===== src/rtl/cia_eclk_bus.sv =====
// cia_eclk_bus: aligns CIA requests to the E-clock and drives VMA, E and a one-cycle CIA strobe at phase 9.
// Latency: VMA 1..10 ticks after acceptance, strobe (9-VMA_PHASE) ticks after VMA, all outputs registered.
// Backpressure: req/ack level handshake; with CIA_ECLK_ABORT_EN a dropped req cancels the access before its strobe.
module cia_eclk_bus #(
  parameter int E_HIGH_FIRST = 6,
  parameter int VMA_PHASE    = 3
) (
  input  logic       clk_28,
  input  logic       reset_n,
  input  logic       clk7_en,
  input  logic [9:0] eclk,
  input  logic       req,
  input  logic       rd_wn,
  input  logic [7:0] cpu_din,
  input  logic [7:0] cia_dout,
  output logic [7:0] cia_din,
  output logic       cia_rd_wn,
  output logic       vma,
  output logic       e_level,
  output logic       cia_strobe,
  output logic [7:0] rdata,
  output logic       ack,
  output logic       busy
);

  typedef enum logic [1:0] {
    IDLE      = 2'd0,
    WAIT_SYNC = 2'd1,
    ACTIVE    = 2'd2,
    ACK       = 2'd3
  } state_t;

  state_t     state, state_nxt;
  logic       tick;
  logic       phase_ok;
  logic       vma_match;
  logic       end_match;
  logic       abort;
  logic       vma_nxt;
  logic       ack_nxt;
  logic       strobe_nxt;
  logic       rd_wn_nxt;
  logic       busy_nxt;
  logic [7:0] din_nxt;
  logic [7:0] rdata_nxt;

  assign tick = clk7_en;

  // A glitched (all-zero or multi-hot) phase vector must never produce a match.
  assign phase_ok  = (eclk != 10'd0) && ((eclk & (eclk - 10'd1)) == 10'd0);
  assign vma_match = tick && phase_ok && eclk[VMA_PHASE];
  assign end_match = tick && phase_ok && eclk[9];

`ifdef CIA_ECLK_ABORT_EN
  assign abort = !req;
`else
  assign abort = 1'b0;
`endif

  always_comb begin
    state_nxt  = state;
    vma_nxt    = vma;
    ack_nxt    = ack;
    strobe_nxt = 1'b0;
    rd_wn_nxt  = cia_rd_wn;
    din_nxt    = cia_din;
    rdata_nxt  = rdata;
    case (state)
      IDLE: begin
        if (tick && req) begin
          rd_wn_nxt = rd_wn;
          din_nxt   = cpu_din;
          state_nxt = WAIT_SYNC;
        end
      end
      WAIT_SYNC: begin
        if (abort) begin
          state_nxt = IDLE;
        end else if (vma_match) begin
          vma_nxt   = 1'b1;
          state_nxt = ACTIVE;
        end
      end
      ACTIVE: begin
        if (abort) begin
          vma_nxt   = 1'b0;
          state_nxt = IDLE;
        end else if (end_match) begin
          strobe_nxt = 1'b1;
          vma_nxt    = 1'b0;
          ack_nxt    = 1'b1;
          state_nxt  = ACK;
          if (cia_rd_wn) begin
            rdata_nxt = cia_dout;
          end
        end
      end
      ACK: begin
        // Release is not tick-aligned so the CPU sees ack drop promptly.
        if (!req) begin
          ack_nxt   = 1'b0;
          state_nxt = IDLE;
        end
      end
      default: begin
        state_nxt = IDLE;
      end
    endcase
    busy_nxt = (state_nxt != IDLE);
  end

  always_ff @(posedge clk_28 or negedge reset_n) begin
    if (!reset_n) begin
      state      <= IDLE;
      vma        <= 1'b0;
      e_level    <= 1'b0;
      cia_strobe <= 1'b0;
      ack        <= 1'b0;
      busy       <= 1'b0;
      rdata      <= 8'h00;
      cia_din    <= 8'h00;
      cia_rd_wn  <= 1'b1;
    end else begin
      state      <= state_nxt;
      vma        <= vma_nxt;
      e_level    <= |eclk[9:E_HIGH_FIRST];
      cia_strobe <= strobe_nxt;
      ack        <= ack_nxt;
      busy       <= busy_nxt;
      rdata      <= rdata_nxt;
      cia_din    <= din_nxt;
      cia_rd_wn  <= rd_wn_nxt;
    end
  end

endmodule


===== config.mk =====
export PLATFORM = sky130hd
export DESIGN_NAME = cia_eclk_bus
export DESIGN_NICKNAME = d
export VERILOG_FILES = /design/src/rtl/cia_eclk_bus.sv
export SDC_FILE = /design/constraint.sdc
export NUM_CORES = 1
export LEC_CHECK = 0
export CAP_MARGIN = 20
export CORE_MARGIN = 4
export CORE_UTILIZATION = 38
export DETAILED_ROUTE_END_ITERATION = 10
export PLACE_DENSITY = 0.77
export SLEW_MARGIN = 15
export SYNTH_ARGS = -nofsm -noshare
export SYNTH_HDL_FRONTEND = slang
export SYNTH_SLANG_ARGS = --single-unit

===== constraint.sdc =====
create_clock -name clk_28 -period 1.9 [get_ports clk_28]
set_input_delay 0.38 -clock clk_28 [delete_from_list [all_inputs] [get_ports clk_28]]
set_output_delay 0.38 -clock clk_28 [all_outputs]
set_load 0.05 [all_outputs]

==> results.md, run 1 <==
* Layout Area Growth over Synthesis: 68.7%
* number of hold violations in the final report: 0
* number of detailed-route iterations in the first pass: 4
* class of the worst hold path: input pin to asynchronous set/reset pin
* latest clock arrival within the worst-skew pair: 0.33 ns
* non-filler instance count after layout: 172
* grt total ovfl: 0
* post-CTS setup-driven buffer insertion count: 0
* Final Critical Period: 1.84 ns
* result of the run: completed
* Slew HR: 0.652
* Ys Warns: 0
* Worst IR Drop VDD: 0.751 mV
* final routed wire length divided by cell count: 15.3 um
* DRC violations left: 0
* kind of launch point of the worst setup path: flip-flop
* # resized after CTS: 4
* final non-filler cell area: 1760 um2
* Synthesized Nets: 106
* antenna diode instance count: 0
* cell accounting for the most synthesized area: dfrtp_1
* number of instances in the synthesized netlist: 75
* leading cell types by total area after synthesis: dfrtp_1 (55%), mux2_2 (18%), dfstp_2 (2.5%)
* clock-pin slew of the registers on the worst-case setup and hold paths: 0.15 ns
* worst path cell trace: clkdlybuf4s50_1
* kind of cell with the highest combined delay on the critical path: buffers and inverters
* max-capacitance violation count: 0
* cell chosen for the clock root: clkbuf_4
* maximum number of pins on one net before global-route repair: 25
* worst endpoint data arrival time: 1.46 ns
* placed cell count: 168
* floorplan die width: 60.4 um
* CP required: 1.52 ns
* period utilization: 0.968
* largest driver fanout on the critical path: 1
* CTS tree: done
* WS Path Type: flip-flop to primary output
* EDFF count, synth: 0
* unrepaired setup endpoints after global routing: false
* worst stage delay on the critical path: 0.80 ns
* synth cell count leaders: dfrtp_1 (23), mux2_2 (17), nand2_1 (4)
* total cell area at the placement stage: 1680 um2
* number of ports placed on the die boundary: 53
* hold-fix buffer count after cts: 0
* GRT Total Usage: 0.147
* Port Buffer Count: 52
* CTS buffer count: 3
* placed wire-length estimate after detailed placement: 2.09 mm
* number of slew-limit violations in the final report: 0
* die area: 3650 um2
* final core area utilization: 0.692
* Worst setup EP type: primary output
* initial standard-cell utilization of the core: 0.410
* standard cell with the maximum stage delay on the critical path: clkdlybuf4s50_1
* total number of placement rows: 18
* flip-flop cell with the highest count after synthesis: dfrtp_1
* timing-limited maximum frequency: 544 MHz
* mean number of vias per cell: 4.97
* proportion of synthesized chip area in sequential cells: 0.577
* Clock Path Buffers: 2
* placer congestion estimate: 0.819
* slew at the pin closest to its max-slew limit: 0.522 ns
* CTS sink cnt: 24
* distinct cell type count of the synthesized netlist: 27
* via count of the routed design: 855
* combined buffer and inverter count along the critical path: 1
* standard cell core area: 2540 um2
* global-route wire length before repair: 3.87 mm
* Async S/R FF share, synth: 1.00
* floorplan die height: 60.4 um
* Leak Pwr: 0.977 nW
* most numerous cell in the Yosys netlist: dfrtp_1
* Max Clock Skew: 0.0169 ns
* via count of the first global-routing pass: 872
* fraction of layout instances using a drive strength above 1: 0.310
* level count of the clock H-tree: 1
* top cell type's share of synthesized area: 0.552
* wire length reported by the detailed router: 2.63 mm
* post-layout power: 1.64 mW
* remaining number of nets flagged by the antenna check after routing: 0
* Power Density: 929 nW/um2
* total setup violations reported at the end of the flow: 0
* Syn Std Cell Area: 1040 um2
* initial DRC count: 10
* register bit total from synthesis: 24
* number of nets in the finished design: 174
* Avg Synthesized Cell Area: 13.9 um2
* number of antenna violations at the first check in global routing: 0
-- where the power goes --
group / switching, mW / internal [mW]
Sequential: 0.0442 / 0.597
Combinational: 0.380 / 0.239
Clock: 0.162 / 0.213
Total: 0.586 / 1.05
-- layer usage --
metal | vias up | track usage | share of wire
met1 | 412 | 0.170 | 0.38
met4 | 0 | 0.0665 | 0.013
met5 | - | 0 | 0
met2 | 28 | 0.259 | 0.53
met3 | 4 | 0.0319 | 0.073
li1 | 411 | - | -
-- per-stage QoR --
step	TNS [ns]	setup WS [ns]	hold WS, ns
finish	0	0.0601	0.386
CTS	0	0.0124	0.401
floorplan	0	0.433	0.0844
global placement	-0.699	-0.0872	0.485
global route	0	0.0188	0.408
detailed placement	-0.756	-0.0913	0.491
-- logic make-up (layout without fill, tap and decap cells) --
group	count (synthesis)	after routing	share of synthesized area
compound gates	6	6	0.0348
fa+ha+maj	1	1	0.00959
buf+inv	2	69	0.0144
flops	24	24	0.577
mux	17	17	0.183
simple gates	25	25	0.181
-- area by class of cell --
type | instances | area [um2]
clock buffer | 3 | 22.5
clock inverter | 1 | 30.0
fill | 195 | 785
inverter | 1 | 3.75
multi-input combinational | 49 | 427
sequential | 24 | 602
tap | 30 | 37.5
timing repair buffer | 64 | 638
-- registers in the layout (all words and copies together), names as in the netlist --
name	count
ack	1
busy	1
cia_din	8
cia_rd_wn	1
cia_strobe	1
e_level	1
rdata	8
state	2
vma	1
-- path summary, 6_finish.rpt --
path                            cells past startpoint       start  slack (ns)    endpoint
max in group asynchronous                           2     reset_n        1.21   cia_rd_wn
worst max register to register                      4    state[1]        0.37    rdata[5]
min in group clk_28                                 1    rdata[1]        0.52    rdata[1]
worst max-delay path                                1  cia_strobe        0.06  cia_strobe
worst min register to register                      1    rdata[1]        0.52    rdata[1]
worst min-delay path                                2     reset_n        0.39         vma
-- cell usage in the layout, fill, tap and decap left out, types with 2 or more instances in the layout --
cell type,n
a21oi_1,2
buf_4,14
clkbuf_4,3
clkdlybuf4s50_1,31
dfrtp_1,23
dlygate4sd2_1,4
dlymetal6s2s_1,15
mux2_2,17
nand2_1,4
nand3_1,3
nor2_1,3
nor3_1,2
o21ai_0,2
(Power assumes the default switching activity.)
==> run 2, diff against run 1 <==
CORE_MARGIN = 3   (was 4)
CORE_UTILIZATION = 39   (was 38)
PLACE_DENSITY = 0.79   (was 0.77)
==> run 2 against run 1 <==
Setup slack got worse by 0.027 ns. Core utilization fell by 1.2 points. Largest power group unchanged. Critical path depth did not move. Non-clock buffer count decreased by 3. Sequential share of layout area is 1.2 points higher. Power down 8.9%. Critical endpoint is now e_level. Clock power decreased by 41%. Sequential power increased by 0.9%. Combinational power hardly changed. Cell count down 1.7%. Via count down 0.35%.
==> results.md, run 2 (synthesis gave the netlist of run 1 again) <==
* result of the run: completed
* antenna diode instance count: 0, unchanged
* slew at the pin closest to its max-slew limit: 0.517 ns, -0.00429 ns
* max-capacitance violation count: 0, unchanged
* met3 WL post-DR: 168 um, -12%
* post-route worst setup slack: 0.0333 ns, -0.0268 ns
* standard cell core area: 2500 um2, -1.8%
* fraction of layout instances using a drive strength above 1: 0.281, -0.0293
* wire length reported by the detailed router: 2.38 mm, -9.4%
* FF-to-FF End: rdata[4]
* die area: 3330 um2, -8.7%
* via count of the routed design: 852, -0.35%
* floorplan die width: 57.7 um, -4.4%
* global-route wire length before repair: 4.10 mm, +5.9%
* worst stage delay on the critical path: 0.82 ns, +0.02 ns
* met2 WL: 1.29 mm, -8.5%
* Worst R2R Setup Slack: 0.39 ns, +0.02 ns
* Max Clock Skew: 0.00403 ns, -0.0129 ns
* period utilization: 0.982, +0.0141
* Final Critical Period: 1.87 ns, +0.0268 ns
* latest clock arrival within the worst-skew pair: 0.31 ns, -0.02 ns
* initial standard-cell utilization of the core: 0.417, +0.00739
* number of antenna violations at the first check in global routing: 0, unchanged
* number of detailed-route iterations in the first pass: 4, unchanged
* Clock Path Buffers: 2, unchanged
* largest registers: cia_din x8, rdata x8, state x2
* wire length the detailed router placed on met1: 917 um, -8.1%
* post-CTS setup-driven buffer insertion count: 0, unchanged
* top metal layer carrying routed signals: met4
* cell chosen for the clock root: clkbuf_4
* Power Density: 876 nW/um2, -5.7%
* clock-pin slew of the registers on the worst-case setup and hold paths: 0.12 ns, -0.03 ns
* floorplan die height: 57.7 um, -4.4%
* commonest cells after routing, fill and taps aside: clkdlybuf4s50_1 (42), dfrtp_1 (23), mux2_2 (17)
* CTS buffer count: 3, unchanged
* most common cell after layout, fill and taps aside: clkdlybuf4s50_1
* combined buffer and inverter count along the critical path: 1, unchanged
* placed wire-length estimate after detailed placement: 1.93 mm, -7.9%
* cells on worst reg2reg path: 4, unchanged
* Setup Slack @ Placement: -0.114 ns, -0.0224 ns
* critical register-to-register path startpoint: state[1]
* via count of the first global-routing pass: 939, +7.7%
* level count of the clock H-tree: 1, unchanged
* DRC violations left: 0, unchanged
* number of hold violations in the final report: 0, unchanged
* critical path depth: 1, unchanged
* total number of placement rows: 18, unchanged
* Layout Area Growth over Synthesis: 62.9%
* grt total ovfl: 0, unchanged
* mean number of vias per cell: 5.04, +1.4%
* Slew HR: 0.654, +0.00235
* final routed wire length divided by cell count: 14.1 um, -7.8%
* Worst IR Drop VDD: 0.740 mV, -1.5%
* worst endpoint data arrival time: 1.49 ns, +0.03 ns
* hold slack: 0.407 ns, +0.0204 ns
* CTS sink cnt: 24, unchanged
* number of nets in the finished design: 171, -1.7%
* Critical Path Sink: e_level
* GRT Total Usage: 0.158, +0.0114
* final core area utilization: 0.680, -0.0116
* number of slew-limit violations in the final report: 0, unchanged
* total setup violations reported at the end of the flow: 0, unchanged
* # resized after CTS: 1, -3
* remaining number of nets flagged by the antenna check after routing: 0, unchanged
* CP required: 1.52 ns, about the same
* worst path cell trace: clkdlybuf4s50_1
* hold-fix buffer count after cts: 0, unchanged
* Port Buffer Count: 52, unchanged
* placer congestion estimate: 0.805, -1.7%
* number of ports placed on the die boundary: 53, unchanged
* WS Path Type: flip-flop to primary output
* Sum Neg Setup Slack: 0 ns, unchanged
* maximum number of pins on one net before global-route repair: 25, unchanged
* initial DRC count: 15, +5
* largest driver fanout on the critical path: 1, unchanged
* first element of the critical path: e_level
* class of the worst hold path: input pin to asynchronous set/reset pin
* kind of cell with the highest combined delay on the critical path: buffers and inverters
* standard cell with the maximum stage delay on the critical path: clkdlybuf4s50_1
* timing-limited maximum frequency: 536 MHz, -1.4%
* Leak Pwr: 0.854 nW, -13%
* Worst setup EP type: primary output
* kind of launch point of the worst setup path: flip-flop
* unrepaired setup endpoints after global routing: false
* CTS tree: done
run 2: cell count changes in the layout (fill, tap and decap cells not counted):
cell             change
clkdlybuf4s50_1     +11
dlygate4sd2_1        -3
buf_4                -4
dlymetal6s2s_1       -7
clkbuf_1             +1
bufinv_16            -1
run 2: how the worst min path moves through the flow:
stage / endpoint / cells past startpoint / start / slack, ns
floorplan: ack / 0 / reset_n / 0.08
global placement: rdata[7] / 1 / rdata[7] / 0.49
detailed placement: rdata[0] / 1 / rdata[0] / 0.49
CTS: vma / 2 / reset_n / 0.41
global route: e_level / 2 / reset_n / 0.44
finish: vma / 2 / reset_n / 0.41
run 2: area by class of cell:
class	count	area, um2
clock buffers	4	26.3
fillers	199	800
inverters	1	3.75
multi-input cells	49	427
flip-flops and latches	24	602
well taps	30	37.5
repair buffers	61	604
run 2: per-stage QoR:
step           total power [mW]  instances  area (um2)
5_1_grt                    1.56        169        1700
3_5_place_dp               1.30        165        1660
4_1_cts                    1.51        169        1680
3_3_place_gp               1.28        165        1660
2_1_floorplan              1.02         75        1040
6_report                   1.49        169        1700
run 2: where the power goes:
| part | total (mW) | switching (mW) | internal [mW] |
|---|---|---|---|
| Combinational | 0.620 | 0.375 | 0.246 |
| Sequential | 0.647 | 0.0500 | 0.597 |
| Clock | 0.222 | 0.140 | 0.0819 |
| Total | 1.49 | 0.565 | 0.925 |
run 2: routing by layer:
metal | up-vias | track usage
met5 | - | 0
met4 | 0 | 0.0530
met3 | 2 | 0.0290
met2 | 29 | 0.289
met1 | 417 | 0.186
li1 | 404 | -
==> run 3, diff against run 2 <==
GPL_TIMING_DRIVEN = 1   (was not set)
==> results of run 3 <==
No change in the layout: final DEF, timing and power equal those of run 2.
